<file path="src/rtl/fpga_cfg_pkg.sv">
// fpga_cfg_pkg: shared widths, field offsets, FSM states and CRC polynomial for the config loader
package fpga_cfg_pkg;
  localparam int LE_CFG_W = 32;
  localparam int LUT_W = 16;
  localparam int LUTINS_W = 8;
  localparam int OUTCONF_W = 8;
  localparam int LUT_OFS = 16;
  localparam int LUTINS_OFS = 8;
  localparam int OUTCONF_OFS = 0;
  localparam logic [7:0] CRC_POLY = 8'h07;
  typedef enum logic [1:0] {IDLE, LOAD, CHECK, COMMIT} cfg_state_t;
endpackage

</file>
<file path="src/rtl/fpga_config_loader_if.sv">
// fpga_config_loader_if: serial bitstream input and per-LE configuration outputs of the loader
interface fpga_config_loader_if #(parameter int R = 5, parameter int C = 5);
  logic start;
  logic bitIn;
  logic bitValid;
  logic busy;
  logic done;
  logic err;
  logic [R*C*16-1:0] lutConf;
  logic [R*C*8-1:0] lutInsConf;
  logic [R*C*8-1:0] outConf;
  modport master(output start, bitIn, bitValid, input busy, done, err, lutConf, lutInsConf, outConf);
  modport slave(input start, bitIn, bitValid, output busy, done, err, lutConf, lutInsConf, outConf);
endinterface

</file>
<file path="src/rtl/fpga_cfg_crc8.sv">
// fpga_cfg_crc8: bit-serial CRC-8, MSB first, zero init, with synchronous clear
module fpga_cfg_crc8
  import fpga_cfg_pkg::*;
(
  input  logic       clk,
  input  logic       rst_n,
  input  logic       clr_i,
  input  logic       en_i,
  input  logic       bit_i,
  output logic [7:0] crc_o
);
  logic [7:0] crc_q;
  always_ff @(posedge clk or negedge rst_n)
    if (!rst_n) crc_q <= '0;
    else if (clr_i) crc_q <= '0;
    else if (en_i) crc_q <= {crc_q[6:0], 1'b0} ^ ((crc_q[7] ^ bit_i) ? CRC_POLY : 8'h00);
  assign crc_o = crc_q;
endmodule

</file>
<file path="src/rtl/fpga_config_loader.sv">
// fpga_config_loader: assembles serial config words into a shadow store and commits them atomically.
// Define CONFIG_CRC_EN to require a trailing CRC-8 over the frame before commit.
module fpga_config_loader
  import fpga_cfg_pkg::*;
#(
  parameter int R = 5,
  parameter int C = 5,
  parameter int WORD_W = LE_CFG_W
) (
  input  logic clk,
  input  logic rst_n,
  fpga_config_loader_if.slave bus
);
  localparam int N = R * C;
  localparam int LW = $clog2(N + 1);
  localparam int BW = $clog2(WORD_W);
  cfg_state_t state_q, state_d;
  logic [WORD_W-1:0] word_q, word_d;
  logic [BW-1:0] bit_cnt_q, bit_cnt_d;
  logic [LW-1:0] le_cnt_q, le_cnt_d;
  logic [N-1:0][WORD_W-1:0] shadow_q, active_q;
  logic done_q, err_q, err_d, shadow_we, crc_ok, commit;
`ifdef CONFIG_CRC_EN
  localparam cfg_state_t LOAD_NEXT = CHECK;
  logic [7:0] crc;
  fpga_cfg_crc8 u_crc (
    .clk(clk), .rst_n(rst_n), .clr_i(bus.start),
    .en_i(state_q == LOAD && bus.bitValid), .bit_i(bus.bitIn), .crc_o(crc)
  );
  assign crc_ok = {word_q[6:0], bus.bitIn} == crc;
`else
  localparam cfg_state_t LOAD_NEXT = COMMIT;
  assign crc_ok = 1'b1;
`endif
  // start overrides everything, including a pending commit
  assign commit = state_q == COMMIT && !bus.start;
  always_comb begin
    state_d = state_q;
    word_d = word_q;
    bit_cnt_d = bit_cnt_q;
    le_cnt_d = le_cnt_q;
    err_d = err_q;
    shadow_we = 1'b0;
    if (bus.start) begin
      state_d = LOAD;
      bit_cnt_d = '0;
      le_cnt_d = '0;
      err_d = 1'b0;
    end else case (state_q)
      LOAD: if (bus.bitValid) begin
        word_d = {word_q[WORD_W-2:0], bus.bitIn};
        bit_cnt_d = bit_cnt_q + 1'b1;
        if (bit_cnt_q == BW'(WORD_W - 1)) begin
          shadow_we = 1'b1;
          le_cnt_d = le_cnt_q + 1'b1;
          state_d = le_cnt_q == LW'(N - 1) ? LOAD_NEXT : LOAD;
        end
      end
      CHECK: if (bus.bitValid) begin
        word_d = {word_q[WORD_W-2:0], bus.bitIn};
        bit_cnt_d = bit_cnt_q + 1'b1;
        if (bit_cnt_q == BW'(7)) begin
          state_d = crc_ok ? COMMIT : IDLE;
          err_d = ~crc_ok;
        end
      end
      COMMIT: state_d = IDLE;
      default: ;
    endcase
  end
  always_ff @(posedge clk or negedge rst_n)
    if (!rst_n) begin
      state_q <= IDLE;
      word_q <= '0;
      bit_cnt_q <= '0;
      le_cnt_q <= '0;
      shadow_q <= '0;
      active_q <= '0;
      done_q <= 1'b0;
      err_q <= 1'b0;
    end else begin
      state_q <= state_d;
      word_q <= word_d;
      bit_cnt_q <= bit_cnt_d;
      le_cnt_q <= le_cnt_d;
      err_q <= err_d;
      done_q <= commit;
      if (shadow_we) shadow_q[le_cnt_q] <= word_d;
      if (commit) active_q <= shadow_q;
    end
  assign bus.busy = state_q != IDLE;
  assign bus.done = done_q;
  assign bus.err = err_q;
  for (genvar k = 0; k < N; k++) begin : g_le
    assign bus.lutConf[k*LUT_W +: LUT_W] = active_q[k][LUT_OFS +: LUT_W];
    assign bus.lutInsConf[k*LUTINS_W +: LUTINS_W] = active_q[k][LUTINS_OFS +: LUTINS_W];
    assign bus.outConf[k*OUTCONF_W +: OUTCONF_W] = active_q[k][OUTCONF_OFS +: OUTCONF_W];
  end
endmodule
</file>
<file path="src/flat_wrapper.sv">
// flat-port wrapper written by rule: the top's interface ports become plain ports
module fpga_config_loader_flat import fpga_cfg_pkg::*;
#(
  parameter int R = 5,
  parameter int C = 5,
  parameter int WORD_W = LE_CFG_W
)
  (clk, rst_n, bus_start, bus_bitIn, bus_bitValid, bus_busy, bus_done, bus_err, bus_lutConf, bus_lutInsConf, bus_outConf);
  fpga_config_loader_if #(.R(R), .C(C)) bus_i ();
  input  logic clk;
  input  logic rst_n;
  input wire logic [$bits(bus_i.start)-1:0] bus_start;
  input wire logic [$bits(bus_i.bitIn)-1:0] bus_bitIn;
  input wire logic [$bits(bus_i.bitValid)-1:0] bus_bitValid;
  output wire logic [$bits(bus_i.busy)-1:0] bus_busy;
  output wire logic [$bits(bus_i.done)-1:0] bus_done;
  output wire logic [$bits(bus_i.err)-1:0] bus_err;
  output wire logic [$bits(bus_i.lutConf)-1:0] bus_lutConf;
  output wire logic [$bits(bus_i.lutInsConf)-1:0] bus_lutInsConf;
  output wire logic [$bits(bus_i.outConf)-1:0] bus_outConf;
  assign bus_i.start = bus_start;
  assign bus_i.bitIn = bus_bitIn;
  assign bus_i.bitValid = bus_bitValid;
  assign bus_busy = bus_i.busy;
  assign bus_done = bus_i.done;
  assign bus_err = bus_i.err;
  assign bus_lutConf = bus_i.lutConf;
  assign bus_lutInsConf = bus_i.lutInsConf;
  assign bus_outConf = bus_i.outConf;
  fpga_config_loader #(.R(R), .C(C), .WORD_W(WORD_W)) u_core (.clk(clk), .rst_n(rst_n), .bus(bus_i));
endmodule
</file>
<file path="config.mk">
export PLATFORM = sky130hd
export DESIGN_NAME = fpga_config_loader_flat
export DESIGN_NICKNAME = d
export VERILOG_FILES = /design/src/rtl/fpga_cfg_pkg.sv /design/src/rtl/fpga_config_loader_if.sv /design/src/rtl/fpga_cfg_crc8.sv /design/src/rtl/fpga_config_loader.sv /design/src/flat_wrapper.sv
export SDC_FILE = /design/constraint.sdc
export NUM_CORES = 2
export LEC_CHECK = 0
export BUFFER_PORTS_ARGS = -buffer_cell sky130_fd_sc_hd__buf_2
export CAP_MARGIN = 20
export CORE_MARGIN = 2
export CORE_UTILIZATION = 55
export CTS_CLUSTER_SIZE = 14
export DETAILED_ROUTE_END_ITERATION = 8
export GPL_TIMING_DRIVEN = 0
export HOLD_SLACK_MARGIN = 0.06
export PLACE_DENSITY = 0.77
export SETUP_SLACK_MARGIN = 0.2
export SYNTH_ARGS = -nofsm -noshare
export SYNTH_HDL_FRONTEND = slang
export SYNTH_HIERARCHICAL = 1
export SYNTH_SLANG_ARGS = --single-unit
export TNS_END_PERCENT = 20
</file>
<file path="constraint.sdc">
create_clock -name clk -period 2.7 [get_ports clk]
set_input_delay 0.135 -clock clk [delete_from_list [all_inputs] [get_ports clk]]
set_output_delay 0.135 -clock clk [all_outputs]
set_load 0.01 [all_outputs]
</file>
==> results <==
- Routability-driven placement finished with a final weighted congestion of 0.905.
- After technology mapping, the gate count stands at 6216.
- In this design, the stage delay of the slowest critical-path cell is 580 ps.
- The arrival time at the worst endpoint is 3240 ps.
- The y dimension of the die is 337 um.
- The worst setup path is launched from a register.
- The final standard cell count with taps included and fillers excluded is 8888.
- In the finished design, the share of the clock period the worst path needs comes to 0.966.
- The die width is 337 um.
- The count of final hold-check violations came to 375.
- For this run, the detailed router's first-pass iteration total came to 9.
- Based on the critical path, the design can be clocked at up to 384 MHz.
- The setup clock skew after layout is 24.9 ps.
- In this run the number of H-tree levels came out at 4.
- Entering global routing, the biggest net connects 180 pins.
- Row generation in the floorplan step produced 121 rows.
- Clock-pin slew was measured on the worst setup and hold paths at 60 ps.
- The initial antenna violation count is 3.
- The most numerous cell on the critical path is sky130_fd_sc_hd__buf_12.
- The wire-length estimate of the detail-placed layout is 137000 um.
- The critical path contains buffers and inverters numbering 4 combined.
- The net count reported at finish is 7296.
- The routed design has 204000 um of wire.
- The peak fanout along the critical path is 10.
- Walking the worst path, the cells encountered are inv_2 > ha_4 > nand2_4 > or2_4 > buf_12 > buf_16 > mux2i_4 > buf_12 > o21ai_2.
- Of the post-synthesis cell area, the dominant cell type holds 0.677.
- The clock passes through at most 3 buffers.
- The flow ran to the end, but the final reports show violations.
- The global-route wire length before repair is 299000 um.
- The fraction of layout cells with a size suffix above 1 is 0.211.
- The total standard cell area after synthesis is 0.0608 mm^2.
- The kind of end point of the critical path is a register.
- The core utilization of the finished layout is 0.682.
- The largest individual stage delay along the critical path comes from the cell sky130_fd_sc_hd__mux2i_4.
- TritonCTS built the clock tree.
- The floorplan step defined a core boundary enclosing 0.109 mm^2.
- The reg2reg setup slack is 90 ps.
- The count of nets left with antenna violations once routing finished came out at 0.
- The relative slew slack is 0.363.
- The via count of the first global-routing pass is 48.7k.
- The full die area is 0.113 mm^2.
- The flip-flop and latch count after synthesis is 1645.
- The number of clock buffers added by TritonCTS is 162.
- The synthesized netlist net count is 6232.
- For this configuration, the core starts out at a cell density of 0.556.
- The highest ir drop seen on vdd is 514 uV.
- Input and output buffers added on the ports amount to 806.
- Averaged over all synthesized cells, the footprint is 9.78 um^2.
- The clock reaches the later pin of the worst-skew pair after 770 ps.
- The final period demand of the worst path is 2610 ps.
- The max capacitance violation total is 0.
- The critical path in this run is classified as reg2reg.
- After routing the design area is 0.0745 mm^2.
- After synthesis, the cell types taking the most area are sky130_fd_sc_hd__dfrtp_1, sky130_fd_sc_hd__nand2_1, sky130_fd_sc_hd__o21ai_1.
- For the pin with the worst max-slew slack, the measured transition is 956 ps.
- Yosys mapped a number of flops with a built-in enable equal to 0.
- The most instantiated library cell after synthesis is sky130_fd_sc_hd__nand2_1.
- The residual overflow from global routing is 0.
- The number of violations reported at the end of detailed-routing iteration 0 is 5672.
- The master cell of the clock root buffer is sky130_fd_sc_hd__clkbuf_16.
- The total of endpoints with negative setup slack in the final report is 0.
- The number of pins with negative max-slew slack in the final report came to 0.
- Power spread over the standard cell area amounts to 700 mW/mm^2.
- The most common flop cell mapped by yosys is sky130_fd_sc_hd__dfrtp_1.
- The required time of the critical path is 3330 ps.
- CTS saw 1645 sinks.
- The number of cells after detailed placement is 8510.
- The post-place instance area is 0.0670 mm^2.
- The overall routing resource usage is 0.358.
- On the final layout, the worst hold slack is -709 ps.
- The netlist uses 41 different library cells.
- After detailed routing, the number of remaining DRC violations is 2.
- Setup repair after global routing could not meet its margin everywhere.
- The worst hold-check path type is in2async.
- Of the synthesized area, sequential elements account for 0.677.
- The category of cells accounting for the largest share of critical-path delay is buffers and inverters.
- For this run, the number of Yosys warnings is 6.
- Detailed routing inserted a total of 49.5k vias.
- Counting flops with an async set or reset pin after synthesis yields a share of 1.00.
- In this run the static leakage power is 41.1 nW.
- Of all cell types, the one taking the most synthesized area is sky130_fd_sc_hd__dfrtp_1.
- The checks that failed: DRC, hold timing.
- By count the netlist is led by sky130_fd_sc_hd__nand2_1, sky130_fd_sc_hd__dfrtp_1, sky130_fd_sc_hd__o21ai_1.
- The final routed wire length divided by cell count is 23.0 um.
- The signed area change from the synthesized netlist to the final layout is 22.5%.
- 808 I/O pins were placed.
- In the routed layout, each cell is associated on average with a via count of 5.57.
==> flip-flops by register name (all words and copies together), names as in the netlist <==
name,count
u_core/word_q,32
u_core/le_cnt_q,5
u_core/bus.lutInsConf,200
u_core/state_q,2
u_core/bus.done,1
u_core/bus.outConf,200
u_core/shadow_q,800
u_core/bus.lutConf,400
u_core/bit_cnt_q,5
==> metrics by stage <==
step | power [W] | setup WS, ps | setup TNS [ps]
after global placement | 0.0290 | -33400 | -
after floorplan | 0.0266 | 594 | 0
after global routing | 0.0534 | 38.1 | 0
after detailed placement | 0.0290 | -863 | -351770
final | 0.0522 | 92.8 | 0
after CTS | 0.0521 | 108 | 0
==> worst paths after layout <==
check | from | endpoint | cells past startpoint
setup / recovery | u_core/state_q[1]$_DFFE_PN0P_ | u_core/shadow_q[354]$_DFFE_PN0P_ | 9
hold / removal | rst_n | u_core/bus.lutConf[300]$_DFFE_PN0P_ | 1
setup reg to reg | u_core/state_q[1]$_DFFE_PN0P_ | u_core/shadow_q[354]$_DFFE_PN0P_ | 9
hold reg to reg | u_core/shadow_q[452]$_DFFE_PN0P_ | u_core/bus.outConf[116]$_DFFE_PN0P_ | 2
max in group asynchronous | rst_n | u_core/bus.lutConf[78]$_DFFE_PN0P_ | 5
min in group clk | bus_bitValid | u_core/le_cnt_q[0]$_DFFE_PN0P_ | 5
==> layout by cell type (no fill, tap or decap), types with 21 or more instances in the layout <==
| cell | count |
|---|---|
| sky130_fd_sc_hd__buf_12 | 50 |
| sky130_fd_sc_hd__nand2_1 | 3204 |
| sky130_fd_sc_hd__buf_6 | 38 |
| sky130_fd_sc_hd__clkbuf_2 | 131 |
| sky130_fd_sc_hd__mux2i_4 | 32 |
| sky130_fd_sc_hd__inv_1 | 33 |
| sky130_fd_sc_hd__o21ai_0 | 226 |
| sky130_fd_sc_hd__clkbuf_1 | 191 |
| sky130_fd_sc_hd__dfrtp_1 | 1644 |
| sky130_fd_sc_hd__buf_2 | 835 |
| sky130_fd_sc_hd__o21ai_2 | 109 |
| sky130_fd_sc_hd__buf_4 | 51 |
| sky130_fd_sc_hd__o21ai_1 | 466 |
| sky130_fd_sc_hd__clkinv_2 | 21 |
| sky130_fd_sc_hd__clkbuf_8 | 35 |
| sky130_fd_sc_hd__clkbuf_16 | 169 |
==> layer usage <==
layer | wire length [um] | up-vias | track usage
met2 | 94200 | 2794 | 0.555
met3 | 21100 | 641 | 0.0875
met5 | 0 | - | 0
li1 | - | 21700 | -
met1 | 74300 | 24400 | 0.455
met4 | 14500 | 0 | 0.230
==> where the power goes <==
group	internal [W]	switching, W	total (W)	leakage, nW
sequential	0.0248	0.000174	0.0249	23.0
clock	0.0131	0.00953	0.0226	2.63
combinational	0.00127	0.00337	0.00465	15.5
==> cells by family after synthesis <==
family | after synthesis | synth area share
mux | 33 | 0.0117
simple gates | 3260 | 0.205
xor+xnor | 6 | 0.000864
fa+ha+maj | 11 | 0.00226
buf+inv | 448 | 0.0363
other cells | 1 | 0.0000617
flops | 1645 | 0.677
compound gates | 812 | 0.0671
==> repair_timing <==
action / 4_1_cts / 5_1_grt
setup buffers: 39 / 35
cloned: 0 / 2
pin swaps: 92 / 0
resized for setup: 357 / 73
hold buffers: 5 / 1
hold endpoints to repair: 544 / 342
endpoints found under the setup margin: 1632 / 1466
==> layout make-up <==
type                    count  area (um^2)
clock buffers             248         4830
flip-flops and latches   1645        41200
inverters                  38          145
diodes                      3         7.51
plain buffers             410         2580
well taps                1476         1850
multi-input cells        4123        18100
clock inverters            45          523
fillers                  8088        34800
repair buffers            900         5350
Power figures use the tool's default switching activity.
